## src/rtl/breakout_engine.sv

```systemverilog
// Game-state engine for the LED-matrix brick-breaker: paddle, ball, brick wall, lives, BCD score.
// Optional moving barrier row at y=ROWS/2 is compiled in with `define BREAKOUT_BARRIER_EN.
module breakout_engine #(
  parameter int COLS       = 8,
  parameter int ROWS       = 8,
  parameter int BRICK_ROWS = 2,
  parameter int PLAT_W     = 3,
  parameter int BALL_DIV   = 3,
  parameter int LIVES      = 3
) (
  input  logic                      buttonclk,
  input  logic                      reset,
  input  logic                      start,
  input  logic                      left,
  input  logic                      right,
  input  logic                      throw,
  output logic [$clog2(COLS)-1:0]   plat_x,
  output logic [$clog2(COLS)-1:0]   ball_x,
  output logic [$clog2(ROWS)-1:0]   ball_y,
  output logic                      held,
  output logic [BRICK_ROWS*COLS-1:0] bricks,
  output logic [2:0]                lives,
  output logic [3:0]                score_ones,
  output logic [3:0]                score_tens,
  output logic                      game_over,
  output logic                      game_clear,
  output logic [COLS-1:0]           barrier
);

  localparam int XW = $clog2(COLS);
  localparam int YW = $clog2(ROWS);
  localparam int NB = BRICK_ROWS * COLS;
  localparam int CW = (BALL_DIV > 1) ? $clog2(BALL_DIV) : 1;

  typedef enum logic [1:0] {S_HELD, S_FLIGHT, S_OVER, S_CLEAR} state_t;

  state_t          state_q, state_d;
  logic [XW-1:0]   plat_x_q, plat_x_d;
  logic [XW-1:0]   ball_x_q, ball_x_d;
  logic [YW-1:0]   ball_y_q, ball_y_d;
  logic [1:0]      dx_q, dx_d;
  logic            dy_up_q, dy_up_d;
  logic [CW-1:0]   cnt_q, cnt_d;
  logic [NB-1:0]   bricks_q, bricks_d;
  logic [2:0]      lives_q, lives_d;
  logic [3:0]      ones_q, ones_d;
  logic [3:0]      tens_q, tens_d;
`ifdef BREAKOUT_BARRIER_EN
  logic [COLS-1:0] barrier_q, barrier_d;
`endif

  int              np, px, bx, by, dxi, nx, ny, ndx, bidx;
  logic            ndy_up, step, hit;
  logic [NB-1:0]   bmask;

  always_ff @(posedge buttonclk) begin
    if (reset) begin
      state_q   <= S_HELD;
      plat_x_q  <= XW'((COLS - PLAT_W) / 2);
      ball_x_q  <= XW'((COLS - PLAT_W) / 2 + PLAT_W / 2);
      ball_y_q  <= YW'(1);
      dx_q      <= '0;
      dy_up_q   <= 1'b1;
      cnt_q     <= '0;
      bricks_q  <= '1;
      lives_q   <= 3'(LIVES);
      ones_q    <= '0;
      tens_q    <= '0;
`ifdef BREAKOUT_BARRIER_EN
      barrier_q <= COLS'(3);
`endif
    end else begin
      state_q   <= state_d;
      plat_x_q  <= plat_x_d;
      ball_x_q  <= ball_x_d;
      ball_y_q  <= ball_y_d;
      dx_q      <= dx_d;
      dy_up_q   <= dy_up_d;
      cnt_q     <= cnt_d;
      bricks_q  <= bricks_d;
      lives_q   <= lives_d;
      ones_q    <= ones_d;
      tens_q    <= tens_d;
`ifdef BREAKOUT_BARRIER_EN
      barrier_q <= barrier_d;
`endif
    end
  end

  always_comb begin
    state_d  = state_q;
    plat_x_d = plat_x_q;
    ball_x_d = ball_x_q;
    ball_y_d = ball_y_q;
    dx_d     = dx_q;
    dy_up_d  = dy_up_q;
    cnt_d    = cnt_q;
    bricks_d = bricks_q;
    lives_d  = lives_q;
    ones_d   = ones_q;
    tens_d   = tens_q;
`ifdef BREAKOUT_BARRIER_EN
    barrier_d = barrier_q;
`endif
    px     = int'(plat_x_q);
    bx     = int'(ball_x_q);
    by     = int'(ball_y_q);
    dxi    = (dx_q == 2'b11) ? -1 : ((dx_q == 2'b01) ? 1 : 0);
    np     = px;
    nx     = bx;
    ny     = by;
    ndx    = dxi;
    ndy_up = dy_up_q;
    step   = 1'b0;
    hit    = 1'b0;
    bidx   = 0;
    bmask  = '0;

    if (start && (state_q == S_HELD || state_q == S_FLIGHT)) begin
      if (left && !right && px > 0)
        np = px - 1;
      else if (right && !left && px < COLS - PLAT_W)
        np = px + 1;
      plat_x_d = XW'(np);
    end

    if (start) begin
      case (state_q)
        S_HELD: begin
          // Parked ball follows the paddle centre on the same edge, even when thrown.
          ball_x_d = XW'(np + PLAT_W / 2);
          ball_y_d = YW'(1);
          if (throw) begin
            state_d = S_FLIGHT;
            dx_d    = '0;
            dy_up_d = 1'b1;
            cnt_d   = '0;
          end
        end
        S_FLIGHT: begin
          if (int'(cnt_q) == BALL_DIV - 1) begin
            cnt_d = '0;
            step  = 1'b1;
          end else begin
            cnt_d = cnt_q + CW'(1);
          end
          if (step) begin
`ifdef BREAKOUT_BARRIER_EN
            barrier_d = ((barrier_q << 1) == '0) ? COLS'(3) : (barrier_q << 1);
`endif
            if (by == 1 && !dy_up_q) begin
              if (bx >= px && bx <= px + PLAT_W - 1) begin
                dy_up_d  = 1'b1;
                ball_y_d = YW'(2);
                if (bx == px)
                  dx_d = 2'b11;
                else if (bx == px + PLAT_W - 1)
                  dx_d = 2'b01;
              end else begin
                lives_d  = lives_q - 3'd1;
                dx_d     = '0;
                dy_up_d  = 1'b1;
                ball_x_d = XW'(np + PLAT_W / 2);
                ball_y_d = YW'(1);
                state_d  = (lives_q == 3'd1) ? S_OVER : S_HELD;
              end
            end else begin
              nx = bx + dxi;
              if (nx < 0 || nx > COLS - 1) begin
                ndx = -dxi;
                nx  = bx - dxi;
              end
              if (dy_up_q) begin
                if (by == ROWS - 1) begin
                  ndy_up = 1'b0;
                  ny     = by - 1;
                end else begin
                  ny = by + 1;
                end
              end else begin
                ny = by - 1;
              end
              if (ny >= ROWS - BRICK_ROWS) begin
                bidx  = (ROWS - 1 - ny) * COLS + nx;
                bmask = NB'(1) << bidx;
              end
              hit = (bricks_q & bmask) != '0;
              if (hit) begin
                // A hit bounces the ball back without advancing it vertically.
                bricks_d = bricks_q & ~bmask;
                ball_x_d = XW'(nx);
                dx_d     = 2'(ndx);
                dy_up_d  = !ndy_up;
                if (ones_q == 4'd9) begin
                  if (tens_q != 4'd9) begin
                    ones_d = 4'd0;
                    tens_d = tens_q + 4'd1;
                  end
                end else begin
                  ones_d = ones_q + 4'd1;
                end
                if ((bricks_q & ~bmask) == '0)
                  state_d = S_CLEAR;
              end
`ifdef BREAKOUT_BARRIER_EN
              else if (ny == ROWS / 2 && barrier_q[XW'(nx)]) begin
                ball_x_d = XW'(nx);
                dx_d     = 2'(ndx);
                dy_up_d  = !ndy_up;
              end
`endif
              else begin
                ball_x_d = XW'(nx);
                ball_y_d = YW'(ny);
                dx_d     = 2'(ndx);
                dy_up_d  = ndy_up;
              end
            end
          end
        end
        default: ;
      endcase
    end
  end

  assign plat_x     = plat_x_q;
  assign ball_x     = ball_x_q;
  assign ball_y     = ball_y_q;
  assign held       = (state_q == S_HELD);
  assign bricks     = bricks_q;
  assign lives      = lives_q;
  assign score_ones = ones_q;
  assign score_tens = tens_q;
  assign game_over  = (state_q == S_OVER);
  assign game_clear = (state_q == S_CLEAR);
`ifdef BREAKOUT_BARRIER_EN
  assign barrier    = barrier_q;
`else
  assign barrier    = '0;
`endif

endmodule

```

## config.mk

```make
export PLATFORM = sky130hd
export DESIGN_NAME = breakout_engine
export DESIGN_NICKNAME = d
export VERILOG_FILES = /design/src/rtl/breakout_engine.sv
export SDC_FILE = /design/constraint.sdc
export NUM_CORES = 1
export LEC_CHECK = 0
export ABC_CLOCK_PERIOD_IN_PS = 5900
export CAP_MARGIN = 10
export CORE_AREA = 2 2 107 109
export DETAILED_ROUTE_END_ITERATION = 10
export DIE_AREA = 0 0 109 111
export PLACE_DENSITY = 0.7
export SLEW_MARGIN = 0
export SYNTH_ARGS = -nofsm -noshare
export SYNTH_HDL_FRONTEND = slang
export SYNTH_SLANG_ARGS = --single-unit
export TNS_END_PERCENT = 50
```

## constraint.sdc

```tcl
create_clock -name buttonclk -period 5.9 [get_ports buttonclk]
set_clock_uncertainty 0.15 [all_clocks]
set_input_delay 1.18 -clock buttonclk [delete_from_list [all_inputs] [get_ports buttonclk]]
set_output_delay 1.18 -clock buttonclk [all_outputs]
set_load 0.1 [all_outputs]
```

### Word level (Yosys, flattened, before mapping)

Index checks and enable logic that the tools add are counted.

| cells by class | value |
|---|---|
| shift-type cells | 1 |
| multipliers | 0 |
| bitwise gates (word level) | 5 |
| multiplexer cells | 64 |
| equality and inequality tests | 21 |
| div/mod/pow operators | 0 |
| $add $sub $neg | 16 |
| reduce and logical (&&, ||, !) cells | 27 |
| magnitude comparators | 7 |

Operators by type and width:

| kind | number |
|---|---|
| 32-bit two-way mux | 12 |
| 16-bit two-way mux | 5 |
| 32-bit adder | 1 |
| 4-bit by 32-bit adder with 32-bit output | 1 |
| 16-bit AND | 2 |
| 32-bit by 4-bit greater-or-equal comparator with 1-bit output, second input constant | 1 |
| 32-bit by 4-bit greater-than comparator with 1-bit output, second input constant | 1 |
| 32-bit by 1-bit < comparator with 1-bit output, second input constant | 1 |
| 2-bit two-way mux | 16 |
| 1-bit by 32-bit left shift with 16-bit output, first input constant | 1 |
| 4-bit by 32-bit subtractor with 32-bit output | 1 |
| 4-bit by 29-bit subtractor with 29-bit output, first input constant | 1 |
| 3-bit two-way mux | 9 |
| 16-bit logical NOT | 1 |
| 16-bit inverter | 1 |
| 16-bit nonzero test | 1 |
| 5-bit AND reduction | 3 |
| 1-bit two-way mux | 14 |
| 7-bit AND reduction | 2 |
| 2-bit case mux with 2 select lines | 3 |
| 3-bit case mux with 2 select lines | 2 |
| 4-bit AND reduction | 3 |
| 4-bit by 1-bit adder with 4-bit output, second input constant | 2 |
| 2-bit equality test, second input constant | 4 |
| other kinds (35) | 53 |

| word-level totals | value |
|---|---|
| bits in writable memories | 0 |
| flip-flop bits (word level) | 43 |
| output and inout bits | 47 |
| logic and storage cells | 152 |
| input bits | 6 |
| ROM bits | 0 |
| memories | 0 |
| bits in latches | 0 |

### Depth between registers and ports, before layout

Gate-level depths: netlist of run 1.

| logic depth | value |
|---|---|
| depth after elaboration | 26 |
| depth in mapped cells | 27 |
| depth with buffers taken out | 24 |

### Worst setup path after synthesis of run 1

OpenSTA, ideal clock, no wires.

| timing | value |
|---|---|
| kind | register to register |
| start point | register ball_x_q[1] (netlist: ball_x[1]) |
| end point | register ones_q[3] (netlist: score_ones[3]) |
| period minus slack after synthesis | 6.905 ns |
| cell stages (with the launch flop) | 23 |
| data arrival time | 6.637 ns |
| library setup time | 0.118 ns |
| slack | -1.005 ns |
| data required time | 5.632 ns |
| path buffers | 2 |
| cell sequence | dfxtp_1 -> inv_1 -> fa_1 -> a21o_1 -> ha_1 -> or4b_4 -> or2_2 -> nor2_1 -> clkbuf_1 -> nor2b_1 -> ha_1 -> and2_1 -> a221oi_2 -> o21ai_0 -> a2111oi_0 -> and4b_2 -> nand4_1 -> nor4_4 -> and3_1 -> buf_6 -> nor4b_2 -> mux2_1 -> o211a_1 |

| on the way | value |
|---|---|
| word-level cells in the longest chain between the ends | 18 |
| elaborated cells on any way between the ends | 20 |
| those cells by class | 3 x add/sub; 2 x order compare; 1 x shift; 10 x mux; 1 x bitwise; 3 x reduce/logical |

RTL lines:

| item | line | RTL |
|---|---|---|
| from (decl) | 39 | `logic [XW-1:0] ball_x_q, ball_x_d;` |
| from (signal assigned) | 60 | `ball_x_q <= XW'((COLS - PLAT_W) / 2 + PLAT_W / 2);` |
| from (signal assigned) | 75 | `ball_x_q <= ball_x_d;` |
| 4-bit by 32-bit adder with 32-bit output | 168 | `nx = bx + dxi;` |
| 32-bit by 1-bit < comparator with 1-bit output or 32-bit by 4-bit greater-than comparator with 1-bit output (tied branches) | 169 | `if (nx < 0 \|\| nx > COLS - 1) begin` |
| 1-bit logical OR | 169 |  |
| 32-bit two-way mux * | 169 |  |
| 32-bit two-way mux * | 151 | `if (by == 1 && !dy_up_q) begin` |
| 32-bit two-way mux * | 147 | `if (step) begin` |
| 32-bit two-way mux * | 128 | `case (state_q)` |
| 32-bit two-way mux * | 127 | `if (start) begin` |
| [... 2 more ...] | -- |  |
| 16-bit two-way mux * | 183 | `if (ny >= ROWS - BRICK_ROWS) begin` |
| 16-bit two-way mux * | 151 |  |
| 16-bit two-way mux * | 147 |  |
| 16-bit two-way mux * | 128 |  |
| 16-bit two-way mux * | 127 |  |
| 16-bit AND * | 187 | `hit = (bricks_q & bmask) != '0;` |
| 16-bit nonzero test * | 187 |  |
| 6-bit AND reduction (no line) * | -- |  |
| to (signal assigned) | 82 | `ones_q <= ones_d;` |
| to (decl) | 46 | `logic [3:0] ones_q, ones_d;` |

Mark *: on every way between the ends. The rest lies on a longest branch, timed or not. The select of a mux whose other input is x is not followed.
A chain may end at the register's enable or synchronous reset.

### Worst setup path after layout of run 1

| timing | value |
|---|---|
| start point | register dx_q[0] |
| end point | register tens_q[3] (netlist: score_tens[3]) |

| on the way | value |
|---|---|
| word-level cells in the longest chain between the ends | 21 |
| elaborated cells on any way between the ends | 24 |
| those cells by class | 3 x add/sub; 2 x order compare; 2 x eq/ne; 1 x shift; 12 x mux; 1 x bitwise; 3 x reduce/logical |

RTL lines:

| item | line | RTL |
|---|---|---|
| from (decl) | 41 | `logic [1:0] dx_q, dx_d;` |
| from (signal assigned) | 62 | `dx_q <= '0;` |
| from (signal assigned) | 77 | `dx_q <= dx_d;` |
| 2-bit by 1-bit equality test with 1-bit output | 108 | `dxi = (dx_q == 2'b11) ? -1 : ((dx_q == 2'b01) ? 1 : 0);` |
| 1-bit two-way mux | 108 |  |
| 32-bit two-way mux * | 108 |  |
| 4-bit by 32-bit adder with 32-bit output | 168 |  |
| 32-bit by 1-bit < comparator with 1-bit output or 32-bit by 4-bit greater-than comparator with 1-bit output (tied branches) | 169 |  |
| 1-bit logical OR | 169 |  |
| 32-bit two-way mux * | 169 |  |
| 32-bit two-way mux * | 151 |  |
| [... 5 more ...] | -- |  |
| 16-bit two-way mux * | 183 |  |
| 16-bit two-way mux * | 151 |  |
| 16-bit two-way mux * | 147 |  |
| 16-bit two-way mux * | 128 |  |
| 16-bit two-way mux * | 127 |  |
| 16-bit AND * | 187 |  |
| 16-bit nonzero test * | 187 |  |
| 7-bit AND reduction (no line) * | -- |  |
| to (signal assigned) | 83 | `tens_q <= tens_d;` |
| to (decl) | 47 | `logic [3:0] tens_q, tens_d;` |

Marked as above.

==> impl_metrics.xml, run 1 <==
<?xml version="1.0" encoding="UTF-8"?>
<metrics>
  <group name="global_routing">
    <metric name="initial_antenna_violation_count" unit="">0</metric>
    <metric name="first_global_vias" unit="">5189</metric>
    <metric name="grt_overflow" unit="">0</metric>
    <metric name="grt_start_max_net_pins" unit="">52</metric>
    <metric name="groute.usage.overall" unit="%">26.5</metric>
    <metric name="grt_first_pass_wirelength" unit="um">25800</metric>
  </group>
  <group name="routing">
    <metric name="totalWireLength" unit="um">16500</metric>
    <metric name="drt-vias-per-instance" unit="">6.12</metric>
    <metric name="drt-wirelength-per-cell" unit="um">18.1</metric>
    <metric name="route.antenna.remaining_nets" unit="">0</metric>
    <metric name="drc" unit="">0</metric>
    <metric name="first_pass_iters" unit="">8</metric>
    <metric name="drt_iter0_drc" unit="">497</metric>
    <metric name="route.vias.total" unit="">5580</metric>
  </group>
  <group name="worst_setup_path">
    <metric name="ff2ff_setup_slack" unit="ns">0.08</metric>
    <metric name="crit-reg2reg-launch" unit="">dx_q[0]$_SDFFE_PP0P_</metric>
    <metric name="critPathRequiredTime" unit="ns">5.93</metric>
    <metric name="critical_path.startpoint_type" unit="">flip-flop</metric>
    <metric name="worst_setup_path_startpoint" unit="">dx_q[0]$_SDFFE_PP0P_</metric>
    <metric name="crit_end" unit="">score_tens[3]$_SDFFE_PP0P_</metric>
    <metric name="critical_path.reg2reg.endpoint" unit="">score_tens[3]$_SDFFE_PP0P_</metric>
    <metric name="crit_arrival" unit="ns">5.85</metric>
    <metric name="timing.critical_path.fanout_max" unit="">10</metric>
    <metric name="setup.worst_path.class" unit="">flip-flop to flip-flop</metric>
    <metric name="endpoint_kind" unit="">flip-flop</metric>
    <metric name="r2r_cells" unit="">25</metric>
  </group>
  <group name="yosys">
    <metric name="count_of_unique_library_cells_instantiated_by_yosys" unit="">90</metric>
    <metric name="synth_edf_count" unit="">0</metric>
    <metric name="synth-seq-cells" unit="">43</metric>
    <metric name="synthesis.area_per_instance" unit="um2">7.42</metric>
    <metric name="ys_seq_area_share" unit="%">16.9</metric>
    <metric name="synth.cell_area" unit="um2">5100</metric>
    <metric name="synth_top_flop_cell" unit="">sky130_fd_sc_hd__dfxtp_1</metric>
    <metric name="post_synth_inst_count" unit="">688</metric>
    <metric name="async_flop_share" unit="%">0</metric>
    <metric name="synthesis.yosys.warnings" unit="">0</metric>
  </group>
  <group name="pwr">
    <metric name="total_power_consumption" unit="uW">918</metric>
    <metric name="power.leakage" unit="nW">2.65</metric>
    <metric name="power.ir.vdd_worst" unit="uV">253</metric>
    <metric name="powerDensity" unit="nW/um2">140</metric>
  </group>
  <group name="cells_and_area">
    <metric name="n_fill_cell" unit="">973</metric>
    <metric name="antenna_cells_inserted" unit="">0</metric>
    <metric name="drive_gt1_share" unit="%">21.5</metric>
    <metric name="area_added_between_synthesis_and_finish" unit="%">28.5</metric>
    <metric name="register_area" unit="um2">875</metric>
    <metric name="final_core_occ" unit="%">59.2</metric>
    <metric name="multiInputGateArea" unit="um2">4190</metric>
    <metric name="layoutNonFillerInstCount" unit="">912</metric>
    <metric name="final_nets" unit="">829</metric>
  </group>
  <group name="clock_tree">
    <metric name="clk-insertion-delay-late" unit="ns">0.29</metric>
    <metric name="tritoncts" unit="">done</metric>
    <metric name="cts_buffers" unit="">5</metric>
    <metric name="cts_hold_repair.buffers" unit="">0</metric>
    <metric name="cts.path.max_buffers" unit="">2</metric>
    <metric name="cts_root_buffer" unit="">sky130_fd_sc_hd__clkbuf_16</metric>
    <metric name="tritoncts_num_sinks" unit="">43</metric>
    <metric name="htree_num_levels" unit="">2</metric>
    <metric name="clock_edge_transition_at_the_registers_on_the_reported_setup_and_hold_paths" unit="ns">0.06</metric>
  </group>
  <group name="die">
    <metric name="die-area" unit="um2">12100</metric>
    <metric name="io_pins" unit="">53</metric>
    <metric name="core_area" unit="um2">11100</metric>
    <metric name="initial_core_util" unit="%">46.1</metric>
    <metric name="fp.dieW" unit="um">109</metric>
    <metric name="chipHeight" unit="um">111</metric>
    <metric name="fp-row-count" unit="">39</metric>
  </group>
  <group name="place">
    <metric name="gp_congestion" unit="">1.02</metric>
    <metric name="place_hpwl" unit="um">12200</metric>
    <metric name="detailedPlace.worstSlack" unit="ns">-0.202</metric>
    <metric name="placed_cells_incl_taps" unit="">879</metric>
    <metric name="port-buffer-count" unit="">44</metric>
  </group>
  <group name="timing">
    <metric name="min_period_over_period" unit="%">98.7</metric>
    <metric name="fmaxAchievable" unit="MHz">172</metric>
    <metric name="setup_viol_count_final" unit="">0</metric>
    <metric name="report.final.hold_viol_count" unit="">0</metric>
    <metric name="minimum_clock_period" unit="ns">5.82</metric>
    <metric name="final_max_slew_viol_count" unit="">0</metric>
    <metric name="timing.slew.headroom" unit="%">33.4</metric>
    <metric name="worst_slack" unit="ns">0.0771</metric>
    <metric name="timing_worst_slew_pin_value" unit="ns">0.995</metric>
    <metric name="setup_tns" unit="ns">0</metric>
  </group>
  <group name="worst_hold_path">
    <metric name="worstHoldPathType" unit="">flip-flop to flip-flop</metric>
  </group>
  <group name="job">
    <metric name="number_of_maximum_capacitance_violations" unit="">0</metric>
  </group>
  <group name="run_status">
    <metric name="status" unit="">finished clean</metric>
  </group>
</metrics>
==> cells by family (layout without fill, tap and decap cells) <==
group,Yosys count,in the layout,share of synthesized area [%]
and+or+nand+nor,282,282,29.2
AOI/OAI and AO/OA,200,200,27.0
buffers and inverters,81,155,7.94
adders and majority gates,55,55,13.9
DFF,43,43,16.9
xor gates and xnor gates,13,13,2.23
muxes,13,13,2.82
other,1,8,0.0735
==> synthesized netlist by cell type, types with 4 or more instances <==
cell type / n / area (um2)
sky130_fd_sc_hd__nand3_1: 21 / 105
sky130_fd_sc_hd__nand2_1: 70 / 263
sky130_fd_sc_hd__nor2b_1: 21 / 131
sky130_fd_sc_hd__mux2_1: 4 / 45.0
sky130_fd_sc_hd__mux2i_1: 5 / 50.1
sky130_fd_sc_hd__dfxtp_1: 43 / 861
sky130_fd_sc_hd__buf_6: 6 / 67.6
sky130_fd_sc_hd__inv_1: 37 / 139
sky130_fd_sc_hd__nor4_1: 6 / 37.5
sky130_fd_sc_hd__or4_1: 5 / 37.5
sky130_fd_sc_hd__nand2b_1: 10 / 62.6
sky130_fd_sc_hd__o22ai_1: 4 / 25.0
sky130_fd_sc_hd__or2_2: 7 / 43.8
sky130_fd_sc_hd__nor2_1: 64 / 240
sky130_fd_sc_hd__o2111ai_1: 4 / 35.0
sky130_fd_sc_hd__nand4_1: 15 / 93.8
sky130_fd_sc_hd__xor2_1: 4 / 35.0
sky130_fd_sc_hd__o31ai_1: 5 / 37.5
sky130_fd_sc_hd__a31oi_1: 4 / 25.0
sky130_fd_sc_hd__and3_1: 10 / 62.6
sky130_fd_sc_hd__and2_1: 7 / 43.8
sky130_fd_sc_hd__o21a_1: 8 / 60.1
sky130_fd_sc_hd__xnor2_1: 9 / 78.8
sky130_fd_sc_hd__buf_4: 9 / 67.6
sky130_fd_sc_hd__a22oi_1: 5 / 37.5
sky130_fd_sc_hd__nor3_1: 17 / 85.1
sky130_fd_sc_hd__ha_1: 52 / 651
sky130_fd_sc_hd__a21oi_1: 45 / 225
sky130_fd_sc_hd__clkbuf_1: 23 / 86.3
sky130_fd_sc_hd__a211oi_1: 8 / 60.1
sky130_fd_sc_hd__o21ai_0: 40 / 200
sky130_fd_sc_hd__o211ai_1: 14 / 105
sky130_fd_sc_hd__a21o_1: 15 / 113
sky130_fd_sc_hd__nor3b_1: 4 / 30.0
sky130_fd_sc_hd__and4_1: 4 / 35.0
==> cell usage in the layout (no fill, tap or decap), drive strengths merged, types with 7 or more instances in the layout <==
cell            n
a21o           16
nor4            8
o211ai         14
buf            65
and3           10
mux2            8
a211oi          8
nand2b         10
a21oi          45
xnor2           9
nor3           18
clkbuf          7
nand3          22
dfxtp          43
nor2           64
clkdlybuf4s50  44
nor2b          21
o21ai          41
and2            7
or2             9
ha             52
o21a            8
nand2          70
conb            8
inv            37
nand4          15
==> per-stage QoR <==
step,instance area [um2],hold slack (ns)
3_3_place_gp,5850,0.363
2_1_floorplan,5190,0.352
6_report,6560,0.393
4_1_cts,6100,0.398
3_5_place_dp,5850,0.378
5_1_grt,6560,0.421
==> report_power, final <==
group          internal (mW)  switching [mW]  leakage, nW
registers              0.298          0.0132        0.351
logic                 0.0965           0.207         2.22
clock network          0.183           0.121       0.0820
==> layout make-up <==
| cell class | count | share of cell area [%] |
|---|---|---|
| clock buffer | 6 | 2.29 |
| inverter | 37 | 2.12 |
| timing repair buffer | 110 | 15.5 |
| tap | 143 | 2.73 |
| clock inverter | 2 | 0.210 |
| sequential | 43 | 13.3 |
| multi-input combinational | 571 | 63.9 |
==> worst max-delay path: stages (launching register included) <==
cell	delay [ns]
sky130_fd_sc_hd__dfxtp_4	0.36
sky130_fd_sc_hd__and2_2	0.23
sky130_fd_sc_hd__ha_4	0.29
sky130_fd_sc_hd__a21oi_2	0.08
sky130_fd_sc_hd__nor2_2	0.10
sky130_fd_sc_hd__a21oi_1	0.05
sky130_fd_sc_hd__ha_1	0.28
sky130_fd_sc_hd__or4b_4	0.47
sky130_fd_sc_hd__or2_4	0.29
sky130_fd_sc_hd__nor2_4	0.13
sky130_fd_sc_hd__buf_12	0.14
sky130_fd_sc_hd__nor2b_4	0.06
sky130_fd_sc_hd__ha_4	0.29
sky130_fd_sc_hd__buf_4	0.18
sky130_fd_sc_hd__buf_4	0.20
sky130_fd_sc_hd__nand2_1	0.17
sky130_fd_sc_hd__nor3_1	0.22
sky130_fd_sc_hd__buf_4	0.18
sky130_fd_sc_hd__o211a_1	0.21
sky130_fd_sc_hd__o21ai_0	0.21
sky130_fd_sc_hd__nor4_4	0.40
sky130_fd_sc_hd__nand3_2	0.16
sky130_fd_sc_hd__nor3_4	0.30
sky130_fd_sc_hd__buf_12	0.17
sky130_fd_sc_hd__nand3_1	0.09
sky130_fd_sc_hd__mux2_4	0.31
==> registers in the layout, summed over array words and instances, names as in the netlist, 3 cells and up <==
register	flops
plat_x	3
ball_x	3
lives	3
score_ones	4
ball_y	3
bricks	16
score_tens	4
==> worst min path at each step <==
stage / cells past startpoint / slack, ns / endpoint / startpoint
floorplan: 2 / 0.35 / cnt_q[1]$_SDFFE_PP0P_ / cnt_q[0]$_SDFFE_PP0P_
global placement: 1 / 0.36 / bricks[9]$_SDFFE_PP1P_ / bricks[9]$_SDFFE_PP1P_
detailed placement: 2 / 0.38 / lives[2]$_SDFFE_PP0P_ / lives[2]$_SDFFE_PP0P_
CTS: 1 / 0.40 / bricks[7]$_SDFFE_PP1P_ / bricks[7]$_SDFFE_PP1P_
global route: 1 / 0.42 / bricks[9]$_SDFFE_PP1P_ / bricks[9]$_SDFFE_PP1P_
finish: 2 / 0.39 / lives[2]$_SDFFE_PP0P_ / lives[2]$_SDFFE_PP0P_
==> timing repair <==
action | in CTS | in global routing
pin swaps | 6 | 27
gates cloned | 1 | 1
setup endpoints to repair | 24 | 29
gates resized for setup | 8 | 69
hold endpoints to repair | 0 | 0
setup buffers | 4 | 19
==> layer usage <==
metal  vias up  GRT usage (%)  wire (um)
met5         -              0          0
met4         0           13.0        816
met3        60           2.88        891
met2       256           45.5       8150
met1      2597           32.2       6660
li1       2667              -          -
(Power assumes the default switching activity.)
==> inputs of run 2 (changes only) <==
==> constraint.sdc (replaced) <==
create_clock -name buttonclk -period 5.9 [get_ports buttonclk]
set_clock_uncertainty 0.15 [all_clocks]
set_input_delay 1.18 -clock buttonclk [delete_from_list [all_inputs] [get_ports buttonclk]]
set_output_delay 1.18 -clock buttonclk [all_outputs]
set_load 0.02 [all_outputs]
==> run 2 against run 1 <==
Compared with the run above: clock power fell by 8.9%; first-iteration DRC count fell by 4.0%; total power decreased by 9.7%; flip-flop and latch count unchanged; via count is 3.0% lower; fmax increased by 2.1%; combinational power down 19%; non-clock buffer count is 2 higher; critical path type unchanged.
==> impl_metrics.xml, run 2 (synthesis gave the netlist of run 1 again) <==
<?xml version="1.0" encoding="UTF-8"?>
<metrics>
  <group name="clock_tree">
    <metric name="tritoncts_num_sinks" unit="">43</metric>
    <metric name="cts_hold_repair.buffers" unit="">0</metric>
    <metric name="clock_edge_transition_at_the_registers_on_the_reported_setup_and_hold_paths" unit="ns">0.06</metric>
    <metric name="clk-insertion-delay-late" unit="ns">0.29</metric>
    <metric name="cts.path.max_buffers" unit="">2</metric>
    <metric name="tritoncts" unit="">done</metric>
    <metric name="cts_buffers" unit="">5</metric>
    <metric name="htree_num_levels" unit="">2</metric>
    <metric name="cts_root_buffer" unit="">sky130_fd_sc_hd__clkbuf_16</metric>
  </group>
  <group name="run_status">
    <metric name="status" unit="">finished clean</metric>
  </group>
  <group name="timing">
    <metric name="minimum_clock_period" unit="ns">5.70</metric>
    <metric name="setup_tns" unit="ns">0</metric>
    <metric name="fmaxAchievable" unit="MHz">175</metric>
    <metric name="timing_worst_slew_pin_value" unit="ns">0.878</metric>
    <metric name="timing.slew.headroom" unit="%">40.9</metric>
    <metric name="report.final.hold_viol_count" unit="">0</metric>
    <metric name="min_period_over_period" unit="%">96.6</metric>
    <metric name="setup_viol_count_final" unit="">0</metric>
    <metric name="final_max_slew_viol_count" unit="">0</metric>
  </group>
  <group name="routing">
    <metric name="route.vias.total" unit="">5410</metric>
    <metric name="drt-wirelength-per-cell" unit="um">17.4</metric>
    <metric name="drc" unit="">0</metric>
    <metric name="totalWireLength" unit="um">15900</metric>
    <metric name="drt-vias-per-instance" unit="">5.92</metric>
    <metric name="route.antenna.remaining_nets" unit="">0</metric>
    <metric name="first_pass_iters" unit="">5</metric>
    <metric name="drt_iter0_drc" unit="">477</metric>
  </group>
  <group name="worst_setup_path">
    <metric name="setup.worst_path.class" unit="">flip-flop to flip-flop</metric>
    <metric name="endpoint_kind" unit="">flip-flop</metric>
    <metric name="critical_path.startpoint_type" unit="">flip-flop</metric>
    <metric name="crit_arrival" unit="ns">5.74</metric>
    <metric name="timing.critical_path.fanout_max" unit="">7</metric>
    <metric name="critPathRequiredTime" unit="ns">5.93</metric>
  </group>
  <group name="cells_and_area">
    <metric name="drive_gt1_share" unit="%">19.2</metric>
    <metric name="final_core_occ" unit="%">57.7</metric>
    <metric name="antenna_cells_inserted" unit="">0</metric>
    <metric name="largest_register_ffs" unit="">16</metric>
    <metric name="post_route_cell_area" unit="um2">6390</metric>
    <metric name="final_nets" unit="">831</metric>
    <metric name="final_cell_mix" unit="">69 x sky130_fd_sc_hd__nand2_1, 62 x sky130_fd_sc_hd__buf_4, 61 x sky130_fd_sc_hd__nor2_1</metric>
    <metric name="area_added_between_synthesis_and_finish" unit="%">25.2</metric>
    <metric name="layout_commonest_cell" unit="">sky130_fd_sc_hd__nand2_1</metric>
  </group>
  <group name="pwr">
    <metric name="seqPwrFrac" unit="%">37.1</metric>
    <metric name="power.ir.vdd_worst" unit="uV">161</metric>
    <metric name="pwr-share-clk" unit="%">33.2</metric>
    <metric name="combinationalPowerShare" unit="%">29.6</metric>
    <metric name="power.leakage" unit="nW">2.61</metric>
    <metric name="power.switching" unit="uW">279</metric>
    <metric name="powerDensity" unit="nW/um2">130</metric>
    <metric name="power_report.internal_total" unit="uW">550</metric>
    <metric name="power.switching_fraction" unit="%">33.7</metric>
  </group>
  <group name="global_routing">
    <metric name="first_global_vias" unit="">5200</metric>
    <metric name="grt_start_max_net_pins" unit="">51</metric>
    <metric name="grt_overflow" unit="">0</metric>
    <metric name="groute.usage.overall" unit="%">26.0</metric>
    <metric name="initial_antenna_violation_count" unit="">0</metric>
    <metric name="grt_first_pass_wirelength" unit="um">25700</metric>
  </group>
  <group name="job">
    <metric name="number_of_maximum_capacitance_violations" unit="">0</metric>
  </group>
  <group name="die">
    <metric name="io_pins" unit="">53</metric>
    <metric name="fp.dieW" unit="um">109</metric>
    <metric name="core_area" unit="um2">11100</metric>
    <metric name="initial_core_util" unit="%">46.1</metric>
    <metric name="chipHeight" unit="um">111</metric>
    <metric name="fp-row-count" unit="">39</metric>
    <metric name="die-area" unit="um2">12100</metric>
  </group>
  <group name="place">
    <metric name="place_hpwl" unit="um">12100</metric>
    <metric name="port-buffer-count" unit="">44</metric>
    <metric name="gp_congestion" unit="">1.01</metric>
    <metric name="dpl_cell_area" unit="um2">5910</metric>
  </group>
  <group name="worst_hold_path">
    <metric name="worstHoldPathType" unit="">flip-flop to flip-flop</metric>
  </group>
</metrics>
==> run 2: cell type report <==
type,instances,area (um2)
inverter,37,139
fill,1039,4690
timing repair buffer,112,998
clock inverter,3,20.0
clock buffer,5,125
multi-input combinational,571,4060
tap,143,179
sequential,43,867
==> run 2: what timing repair did <==
item,in CTS,in global routing
cloned,1,0
buffers inserted,7,7
gates resized for setup,12,46
pin swaps,8,26
setup endpoints to repair,19,29
==> run 2: power by group through the flow <==
stage,Sequential (mW),Clock [mW],Combinational (mW)
after global routing,0.310,0.290,0.271
after detailed placement,0.314,0,0.237
final,0.308,0.276,0.246
after global placement,0.314,0,0.233
after floorplan,0.320,0,0.168
after CTS,0.308,0.280,0.241
==> run 2: critical path, cell delays in order, from the launching register on <==
cell and delay (ns):
sky130_fd_sc_hd__dfxtp_4 0.38, sky130_fd_sc_hd__and2_4 0.18, sky130_fd_sc_hd__inv_2 0.05, sky130_fd_sc_hd__fa_2 0.33
sky130_fd_sc_hd__a21o_1 0.17, sky130_fd_sc_hd__ha_1 0.17, sky130_fd_sc_hd__or4b_4 0.53, sky130_fd_sc_hd__or2_4 0.28
sky130_fd_sc_hd__nor2_4 0.20, sky130_fd_sc_hd__buf_6 0.13, sky130_fd_sc_hd__nor2_1 0.05, sky130_fd_sc_hd__ha_1 0.36
sky130_fd_sc_hd__and4_4 0.25, sky130_fd_sc_hd__buf_6 0.12, sky130_fd_sc_hd__o21ai_2 0.06, sky130_fd_sc_hd__and3_1 0.15
sky130_fd_sc_hd__a2111oi_2 0.29, sky130_fd_sc_hd__and4b_2 0.29, sky130_fd_sc_hd__nand4_1 0.14, sky130_fd_sc_hd__nor4_4 0.33
sky130_fd_sc_hd__buf_4 0.17, sky130_fd_sc_hd__and3_4 0.19, sky130_fd_sc_hd__nor4b_4 0.21, sky130_fd_sc_hd__mux2_4 0.32
sky130_fd_sc_hd__o211a_1 0.10
==> run 2: path summary, 6_finish.rpt <==
check | slack, ns | depth (start not counted) | endpoint | from
worst max-delay path | 0.20 | 24 | score_ones[3]$_SDFFE_PP0P_ | dx_q[0]$_SDFFE_PP0P_
worst min register to register | 0.39 | 1 | bricks[9]$_SDFFE_PP1P_ | bricks[9]$_SDFFE_PP1P_
worst min-delay path | 0.39 | 1 | bricks[9]$_SDFFE_PP1P_ | bricks[9]$_SDFFE_PP1P_
worst max register to register | 0.20 | 24 | score_ones[3]$_SDFFE_PP0P_ | dx_q[0]$_SDFFE_PP0P_
==> run 2: layer usage <==
layer	part of all wire [%]	global-route usage [%]	up-vias
met5	0	0	-
met1	43	32.2	2504
met4	3.6	12.7	0
met2	49	43.8	195
li1	-	-	2675
met3	4.4	3.17	36
==> run 2: stage by stage <==
step                      setup WS (ns)  cells  power, mW  hold slack [ns]
after CTS                      -0.00763    907      0.830            0.388
final                             0.200    914      0.829            0.387
after global routing            -0.0219    914      0.871            0.416
after floorplan                 0.00304    695      0.488            0.352
after detailed placement         -0.154    891      0.551            0.375
after global placement         -0.00889    891      0.547            0.364
